**src/rtl/instr_fetch_unit.sv**
```systemverilog
// Sequential instruction fetch unit: one outstanding word read, instruction register, PC advance on consume.
// Optional build macro IFU_ILLEGAL_CHECK_EN traps fetched words whose low two bits are not 2'b11.
module instr_fetch_unit #(
    parameter logic [31:0] RESET_PC = 32'h0000_0000
) (
    input  logic        i_clk,
    input  logic        i_rst_n,
    output logic        o_imem_req,
    output logic [31:0] o_imem_addr,
    input  logic        i_imem_gnt,
    input  logic        i_imem_rvalid,
    input  logic [31:0] i_imem_rdata,
    output logic        o_valid,
    input  logic        i_ready,
    output logic [31:0] o_instr,
    output logic [6:0]  o_op,
    output logic [2:0]  o_funct3,
    output logic        o_funct7b5,
    output logic [31:0] o_pc,
    output logic [31:0] o_pcplus4,
    input  logic        i_pcsrc,
    input  logic [31:0] i_pctarget,
    output logic        o_trap,
    output logic [1:0]  o_trap_cause
);

    typedef enum logic [1:0] {
        FETCH = 2'd0,
        WAIT  = 2'd1,
        HOLD  = 2'd2,
        TRAP  = 2'd3
    } state_t;

    state_t      state_r;
    logic [31:0] pc_r;
    logic [31:0] instr_r;
    logic        req_r;
    logic        valid_r;
    logic        trap_r;
    logic [1:0]  cause_r;
    logic [31:0] pcplus4_s;
    logic [31:0] next_pc_s;
    logic        illegal_s;

`ifdef IFU_ILLEGAL_CHECK_EN
    assign illegal_s = (i_imem_rdata[1:0] != 2'b11);
`else
    assign illegal_s = 1'b0;
`endif

    assign pcplus4_s = pc_r + 32'd4;
    assign next_pc_s = i_pcsrc ? i_pctarget : pcplus4_s;

    // Fetch FSM; the handshake outputs are registered alongside the state so they never glitch.
    always_ff @(posedge i_clk) begin
        if (!i_rst_n) begin
            state_r <= FETCH;
            pc_r    <= RESET_PC;
            instr_r <= 32'h0000_0013;
            req_r   <= 1'b1;
            valid_r <= 1'b0;
            trap_r  <= 1'b0;
            cause_r <= 2'd0;
        end else begin
            case (state_r)
                FETCH: begin
                    if (i_imem_gnt) begin
                        state_r <= WAIT;
                        req_r   <= 1'b0;
                    end else begin
                        req_r   <= 1'b1;
                    end
                end
                WAIT: begin
                    if (i_imem_rvalid) begin
                        instr_r <= i_imem_rdata;
                        if (illegal_s) begin
                            state_r <= TRAP;
                            trap_r  <= 1'b1;
                            cause_r <= 2'd2;
                        end else begin
                            state_r <= HOLD;
                            valid_r <= 1'b1;
                        end
                    end else begin
                        req_r <= 1'b0;
                    end
                end
                HOLD: begin
                    if (i_ready) begin
                        valid_r <= 1'b0;
                        // A misaligned successor is reported without moving the PC off the faulting instruction.
                        if (next_pc_s[1:0] != 2'b00) begin
                            state_r <= TRAP;
                            trap_r  <= 1'b1;
                            cause_r <= 2'd1;
                        end else begin
                            state_r <= FETCH;
                            pc_r    <= next_pc_s;
                            req_r   <= 1'b1;
                        end
                    end else begin
                        valid_r <= 1'b1;
                    end
                end
                TRAP: begin
                    req_r   <= 1'b0;
                    valid_r <= 1'b0;
                    trap_r  <= 1'b1;
                end
                default: begin
                    state_r <= TRAP;
                    req_r   <= 1'b0;
                    valid_r <= 1'b0;
                    trap_r  <= 1'b1;
                end
            endcase
        end
    end

    assign o_imem_req   = req_r;
    assign o_imem_addr  = pc_r;
    assign o_valid      = valid_r;
    assign o_instr      = instr_r;
    assign o_op         = instr_r[6:0];
    assign o_funct3     = instr_r[14:12];
    assign o_funct7b5   = instr_r[30];
    assign o_pc         = pc_r;
    assign o_pcplus4    = pcplus4_s;
    assign o_trap       = trap_r;
    assign o_trap_cause = cause_r;

endmodule

```
**config.mk**
```make
export PLATFORM = sky130hd
export DESIGN_NAME = instr_fetch_unit
export DESIGN_NICKNAME = d
export VERILOG_FILES = /design/src/rtl/instr_fetch_unit.sv
export SDC_FILE = /design/constraint.sdc
export NUM_CORES = 1
export LEC_CHECK = 0
export ABC_AREA = 1
export CORE_MARGIN = 2
export CORE_UTILIZATION = 40
export CTS_CLUSTER_SIZE = 12
export DETAILED_ROUTE_END_ITERATION = 10
export PLACE_DENSITY = 0.81
export SYNTH_ARGS = -nofsm -noshare
export SYNTH_HDL_FRONTEND = slang
export SYNTH_SLANG_ARGS = --single-unit
```
**constraint.sdc**
```tcl
create_clock -name i_clk -period 1.8 [get_ports i_clk]
set_clock_uncertainty 0.1 [all_clocks]
set_input_delay 0.36 -clock i_clk [delete_from_list [all_inputs] [get_ports i_clk]]
set_output_delay 0.36 -clock i_clk [all_outputs]
set_load 0.01 [all_outputs]
```
== Word-level counts from Yosys, hierarchy flattened ==
Cells that the tools add are included.

* Flip-flop bits (word level): 70
* Bits of input ports: 70
* Output and inout bits: 144
* Word-level logic and storage cells: 47

* $add $sub $neg: 1
* Equality and inequality tests: 9
* Muxes and demuxes: 17
* Bitwise operators: 1
* Reductions and logical operators: 12

{| class="wikitable"
|+ Operators with widths
! operator !! number
|-
| 32-bit by 3-bit adder with 32-bit output, second input constant || 1
|-
| 32-bit two-way mux || 1
|-
| 2-bit != test, second input constant || 6
|-
| 3-bit AND reduction || 4
|-
| 1-bit two-way mux || 8
|-
| 2-bit two-way mux || 4
|-
| 2-bit case mux with 3 select lines || 1
|-
| 3-bit nonzero test || 2
|-
| 2-bit == test, second input constant || 2
|-
| 1-bit case mux with 4 select lines || 1
|-
| 2-bit AND reduction || 2
|-
| 4-bit AND reduction || 1
|-
| 2-bit nonzero test || 2
|-
| 1-bit case mux with 3 select lines || 1
|-
| 2-bit by 1-bit == test with 1-bit output, second input constant || 1
|-
| 2-bit logical NOT || 1
|-
| 1-bit case mux with 2 select lines || 1
|-
| 1-bit inverter || 1
|}

== Longest topological paths before layout ==
Gate-level depths: netlist of run 1.

* Depth in word-level cells: 6
* Depth in mapped cells: 10
* Gate-level depth less buffers: 10

== Least setup slack after synthesis of run 1 ==
OpenSTA, ideal clock, no wires.

* Path type: register to output
* From: register pc_r[3] (netlist: o_imem_addr[3])
* To: output port o_pcplus4[22]
* Arrival time: 1.389 ns
* Data required time: 1.340 ns
* Setup slack: -0.049 ns
* Stages on the path, launching flop included: 8
* Buffers on the path: 0
* Cell sequence: dfxtp_1 ha_1 nand2_1 nor2_2 nand2_2 nor2_4 nand3_1 and2_1

* Word-level cells in the longest chain between the ends: 1

{| class="wikitable"
|+ RTL lines
! what !! line !! text
|-
| from (decl) || 35 || <nowiki>logic [31:0] pc_r;</nowiki>
|-
| from (signal assigned) || 99 || <nowiki>pc_r <= next_pc_s;</nowiki>
|-
| 32-bit by 3-bit adder with 32-bit output || 51 || <nowiki>assign pcplus4_s = pc_r + 32'd4;</nowiki>
|-
| to (decl) || 20 || <nowiki>output logic [31:0] o_pcplus4,</nowiki>
|}

Every way passes these cells.

== Worst setup path in the final report of run 1 ==
* From: register pc_r[2] (netlist: o_imem_addr[2])
* To: output port o_pcplus4[22]

The elaborated chain is that of the path after synthesis.

==> impl_results.md, run 1 <==
- Outcome: finished with violations
- Failing checks: setup timing
- FMAX: between 400 and 500 MHz
- Full die area: 11,100 µm²
- Area fraction in and, or, nand and nor cells after synthesis: 29.1%
- Final Critical Period: around 2.3 ns
- Setup Viol. Count Final: 30
- Reg clk slew, reported paths: approximately 0.07 ns
- Crit path DAT: ~1.9 ns
- Setup slack after layout: -0.529 ns
- CTS HTree Levels: 3
- Syn_area_per_cell: 6.90 µm²
- I/O Buffers: approximately 210
- Post-detail-place hpwl: 10.0 mm
- Area occupied by multi-input gates: 2410 µm²
- Antenna fix cells: 0
- Gpl congestion: 0.911
- Total track usage: approximately a quarter
- Drt first pass iters: 5
- Pwr dens: around 640 nW/µm²
- Largest fanout on the critical path: 3
- Starting density of the core: 41.6%
- Count of final hold-check violations: 0
- Ports: approximately 210
- Critical Path End Type: output port
- CTS tree: built
- Placed Area: 6480 µm²
- Worst vdd ir: ~0.54 mV
- WP data required: 1.34 ns
- Die Y: between 100 and 150 µm
- DRC: 0
- Final Instance Area: slightly above 7000 µm²
- HP Class: in -> reg
- Compound-Gate Fraction of Synth Area: between 10% and 20%
- Synthesis-to-layout area growth: 75.8%
- WS Path Type: reg -> out
- Final wirelength: about 16 mm
- Synth Area in Adders: under 10%
- Post-synthesis cell count: 595
- Clk sinks: 70
- First-pass GRT wire length: between 20 and 25 mm
- GRT overflow: 0
- Largest family of logic cells by synthesized area: simple AND/OR/NAND/NOR gates
- Max-Cap Viols: 0
- Clock buffer depth: 2
- Initial DRC count: between 200 and 300
- Register area share after synthesis: roughly a third
- Post-Synth XOR/XNOR Area: under 10%
- Final antenna-violating net count: 0
- Nets@finish: a little over 900
- TritonCTS buffer count: 9
- Number of global-route vias before repair: approximately 4.9k
- Slew Viols, Final: 0
- Synthesized cell area: between 4000 and 5000 µm²
- Pin count of the biggest net entering global routing: 35
- Share of cells above drive strength 1: 29.4%
- WL per Instance: approximately 16 µm
- Synth Net Count: 672
- Initial antenna violation count: 0
- Clock latency on the worst-skew pair: ~0.35 ns
- Placement row count: 36
- Register area: between 1000 and 1500 µm²
- Vias per Instance: ~5
- Mux contribution to synthesized area: less than 1%
- LEAKAGE: ~3.5 nW
- Fin util: 73.1%
- Filler cell count: 680
- CTS hold repair buffers: 0
- #FFs+latches synth: 70
- Startpoint Class: flop
- Via count: 4,921
- Post-synth cell types: 34
- RSZ-0062 raised after global routing: yes
- Fin crit share: 129%
- Clock Tree Root: clkbuf_8
- Synth warn: 0
- Die Wd: around 110 µm
- Core ar.: slightly below 10,000 µm²
## power by group
part | leakage (nW) | switching (mW) | internal, mW
clock | 0.124 | 0.600 | 0.999
sequential | 0.580 | 0.0984 | 1.69
combinational | 2.82 | 0.560 | 0.659
total | 3.52 | 1.26 | 3.35
## final cells by class
class                   instances  share of cell area [%]
well taps                     133                    2.31
multi-input cells             414                    33.4
repair buffers                300                    38.8
clock buffers                  13                    2.20
inverters                      41                    2.20
clock inverters                 3                    1.25
flip-flops and latches         70                    19.9
## registers in the layout, indices dropped and copies added, names as in the netlist
| register | flops |
|---|---|
| o_valid | 1 |
| o_trap | 1 |
| state_r | 2 |
| o_trap_cause | 1 |
| o_instr | 32 |
| o_imem_req | 1 |
| o_imem_addr | 32 |
## repair_timing
item	CTS	global route
endpoints found under the setup margin	90	44
buffers inserted	20	11
gates resized for setup	229	84
pin swaps	26	34
## synthesized netlist by cell type
| master | instances | share of area (%) |
|---|---|---|
| nand3b_1 | 4 | 0.73 |
| xnor2_1 | 3 | 0.64 |
| nand3_4 | 1 | 0.43 |
| xor2_2 | 4 | 1.6 |
| o22ai_1 | 1 | 0.15 |
| clkinv_1 | 1 | 0.091 |
| buf_1 | 5 | 0.46 |
| o211a_1 | 1 | 0.24 |
| inv_1 | 38 | 3.5 |
| xor2_1 | 8 | 1.7 |
| buf_2 | 2 | 0.24 |
| nand3_1 | 22 | 2.7 |
| nand2_4 | 1 | 0.27 |
| a21oi_1 | 62 | 7.6 |
| ha_1 | 7 | 2.1 |
| nor2_2 | 3 | 0.46 |
| dfxtp_1 | 70 | 34 |
| buf_4 | 46 | 8.4 |
| o21ai_1 | 17 | 2.1 |
| buf_6 | 2 | 0.55 |
| nand2_1 | 120 | 11 |
| nor2_4 | 3 | 0.82 |
| mux2i_1 | 1 | 0.24 |
| and2_1 | 6 | 0.91 |
| inv_2 | 2 | 0.18 |
| clkbuf_1 | 15 | 1.4 |
| nand2_2 | 4 | 0.61 |
| nand4_1 | 1 | 0.15 |
| o31ai_1 | 1 | 0.18 |
| conb_1 | 1 | 0.091 |
| o21ai_0 | 44 | 5.4 |
| nor2_1 | 94 | 8.6 |
| nand2_8 | 1 | 0.49 |
| nor2_8 | 4 | 2.0 |
## cell usage in the layout (no fill, tap or decap), drive strengths merged, types with 3 or more instances in the layout
cell           count
xor2              12
buf              116
dlygate4sd2       58
nor2             104
inv               40
clkdlybuf4s50    119
clkbuf            13
dfxtp             70
nand2            126
nand3             23
nand3b             4
ha                 7
o21ai             61
xnor2              3
dlymetal6s2s       6
and2               6
a21oi             62
bufinv             3
## path summary, 6_finish.rpt
kind                  startpoint               to  slack [ns]  cells past startpoint
hold / removal           i_rst_n       o_imem_req        0.30                      2
setup reg to reg  o_imem_addr[2]  o_imem_addr[14]       -0.28                     14
hold reg to reg   o_imem_addr[1]   o_imem_addr[1]        0.38                      2
setup / recovery  o_imem_addr[2]    o_pcplus4[22]       -0.53                     10
## through the flow
stage	setup WS (ns)	setup TNS (ns)	power (mW)	std cells	hold slack, ns
CTS	-0.435	-9.46	4.61	969	0.287
detailed placement	-0.531	-16.19	3.04	933	0.371
global route	-0.571	-12.00	4.81	974	0.306
finish	-0.529	-10.11	4.61	974	0.297
floorplan	0.0297	0	2.37	595	0.373
global placement	-0.460	-13.98	3.00	933	0.362
## worst max-delay path, stage by stage (launching register included)
cell	delay (ns)
dfxtp_4	0.37
ha_4	0.17
nand2_4	0.06
nor2_4	0.15
nand2_4	0.10
nor2_4	0.17
buf_6	0.13
nand2_2	0.05
nand2_2	0.07
and2_4	0.16
buf_6	0.10
## routing by layer
metal / vias up / global-route usage [%] / share of wire (%) / wire, µm
met5: - / 0 / 0 / 0
met4: 0 / 10.6 / 3.6 / 558
met3: 52 / 8.91 / 11 / 1710
met2: 298 / 45.9 / 50 / 7860
met1: 2248 / 26.3 / 36 / 5600
li1: 2323 / - / - / -
## cell families (layout without fill, tap and decap cells)
kind of cell	count (synthesis)	in the layout
simple gates	264	264
fa+ha+maj	7	7
flops	70	70
compound gates	126	126
mux	1	1
buf+inv	111	357
xor+xnor	15	15
other cells	1	1
Power figures use the tool's default switching activity.
==> inputs of run 2 (changes only) <==
--- a/config.mk
+++ b/config.mk
@@ -7,10 +7,11 @@
 export LEC_CHECK = 0
 export ABC_AREA = 1
 export CORE_MARGIN = 2
-export CORE_UTILIZATION = 40
+export CORE_UTILIZATION = 41
+export CTS_BUF_LIST = sky130_fd_sc_hd__clkbuf_4 sky130_fd_sc_hd__clkbuf_8
 export CTS_CLUSTER_SIZE = 12
 export DETAILED_ROUTE_END_ITERATION = 10
-export PLACE_DENSITY = 0.81
+export PLACE_DENSITY = 0.83
 export SYNTH_ARGS = -nofsm -noshare
 export SYNTH_HDL_FRONTEND = slang
 export SYNTH_SLANG_ARGS = --single-unit
==> run 2 against run 1 <==
The flow still finishes with violations (setup timing). Highest routed layer unchanged. Die area decreased by 2.4%. Sequential share of layout area is 0.55 points higher. Utilization down 0.84 points. Combinational power barely moved. Worst hold slack better by 0.032 ns. Final cell count decreased by 0.72%.
==> impl_results.md, run 2 (synthesized netlist as in run 1, its figures left out) <==
- Share of cells above drive strength 1: 27.8% (-1.6 points)
- Crit path DAT: 1.83 ns (-0.04 ns)
- WP data required: 1.34 ns (about the same)
- Fin crit share: 127% (-2.3 points)
- Crit. Startpoint: o_imem_addr[2]
- WS Path Type: reg -> out
- Failing checks: setup timing
- Critical Path End Type: output port
- Placement row count: 36 (unchanged)
- TritonCTS buffer count: 9 (unchanged)
- Pwr dens: 631 nW/µm² (-1.1%)
- Worst vdd ir: 0.549 mV (+1.2%)
- First-pass GRT wire length: 23.4 mm (+2.8%)
- Clock Tree Root: clkbuf_8
- Drt first pass iters: 8 (+3)
- Initial antenna violation count: 0 (unchanged)
- Post-Layout Cell Count: 967 (-0.72%)
- Placed Area: 6470 µm² (-0.19%)
- Most frequent cells in the layout: clkdlybuf4s50_1 (118), nand2_1 (95), nor2_1 (80)
- Starting density of the core: 42.2% (+0.58 points)
- Via count: 4,845 (-1.5%)
- Initial DRC count: 180 (-39%)
- Core ar.: 9730 µm² (-1.4%)
- CTS hold repair buffers: 0 (unchanged)
- Vias per Instance: 5.01 (-0.83%)
- Largest fanout on the critical path: 3 (unchanged)
- FMAX: 437 MHz (+1.8%)
- Outcome: finished with violations
- R2r startpoint: o_imem_addr[2]
- Ports: 214 (unchanged)
- LEAKAGE: 3.45 nW (-2.0%)
- Total power draw: 4.44 mW (-3.6%)
- Max-Cap Viols: 0 (unchanged)
- Clock latency on the worst-skew pair: 0.35 ns (about the same)
- CTS HTree Levels: 3 (unchanged)
- CTS tree: built
- Post-detail-place hpwl: 10.4 mm (+3.9%)
- I/O Buffers: 212 (unchanged)
- Total track usage: 26.5% (+1.2 points)
- Die Y: 104 µm (-1.2%)
- Final wirelength: 15.4 mm (-2.0%)
- Reg clk slew, reported paths: 0.08 ns (about the same)
- Final antenna-violating net count: 0 (unchanged)
- Number of global-route vias before repair: 4,878 (+0.062%)
- DRC: 0 (unchanged)
- Count of final hold-check violations: 0 (unchanged)
- Slew Viols, Final: 0 (unchanged)
- Setup Viol. Count Final: 30 (unchanged)
- Clk sinks: 70 (unchanged)
- Setup slack after layout: -0.487 ns (+0.0415 ns)
- Final Critical Period: 2.29 ns (-0.0415 ns)
- Startpoint Class: flop
- Full die area: 10,800 µm² (-2.4%)
- HP Class: in -> reg
- Gpl congestion: 0.923 (+1.3%)
- TNS Setup: -9.93 ns (+0.185 ns)
- Antenna fix cells: 0 (unchanged)
- Most common cell after layout, fill and taps aside: clkdlybuf4s50_1
- Min Hold Slack: 0.328 ns (+0.0315 ns)
- Pin count of the biggest net entering global routing: 40 (+14%)
- GRT overflow: 0 (unchanged)
- WL per Instance: 15.9 µm (-1.3%)
- Synthesis-to-layout area growth: 71.4%
- Worst hold start: i_rst_n
- Clock buffer depth: 2 (unchanged)
- Nets@finish: 906 (-0.77%)
- Die Wd: 104 µm (-1.2%)
- RSZ-0062 raised after global routing: yes
- Placed insts: 933 (unchanged)
- Final Instance Area: 7030 µm² (-2.5%)
==> run 2: per-stage QoR <==
step / setup slack, ns / util (%)
after floorplan: 0.0297 / -
after CTS: -0.420 / 69.7
after global routing: -0.536 / 72.3
after detailed placement: -0.553 / 66.5
final: -0.487 / 72.3
after global placement: -0.474 / 66.5
==> run 2: worst paths after layout <==
kind	endpoint	slack [ns]	depth (start not counted)
min	o_imem_req	0.33	3
max	o_pcplus4[22]	-0.49	9
max reg2reg	o_imem_addr[10]	-0.18	13
min reg2reg	o_trap_cause[0]	0.38	2
==> run 2: report_power, final <==
group          internal [mW]  total (mW)  leakage [nW]  switching (mW)
Sequential              1.69        1.79         0.581           0.100
Clock                  0.845        1.44         0.117           0.600
Combinational          0.652        1.20          2.75           0.553
==> run 2: layout make-up <==
class | instances | area [µm²]
clock inverters | 4 | 70.1
multi-input cells | 414 | 2380
fillers | 756 | 2700
inverters | 41 | 159
repair buffers | 293 | 2670
flip-flops and latches | 70 | 1440
clock buffers | 12 | 153
well taps | 133 | 166
==> run 2: routing by layer <==
metal / share of wire, % / wire, µm / track usage, % / up-vias
li1: - / - / - / 2302
met1: 37 / 5650 / 27.2 / 2264
met2: 52 / 8040 / 49.4 / 252
met3: 9.0 / 1390 / 9.15 / 27
met4: 2.1 / 325 / 10.1 / 0
met5: 0 / 0 / 0 / -
==> run 2: worst max-delay path, stage by stage, from the launching register on <==
cell	delay, ns
dfxtp_4	0.37
ha_4	0.17
nand2_4	0.07
nor2_4	0.15
nand2_4	0.10
nor2_4	0.15
buf_6	0.12
nand3_2	0.07
and2_4	0.17
buf_6	0.11
==> run 2: repair_timing <==
action | 4_1_cts | 5_1_grt
setup endpoints to repair | 93 | 38
gates cloned | 0 | 0
resized for setup | 227 | 63
buffers inserted | 12 | 6
pin swaps | 22 | 30
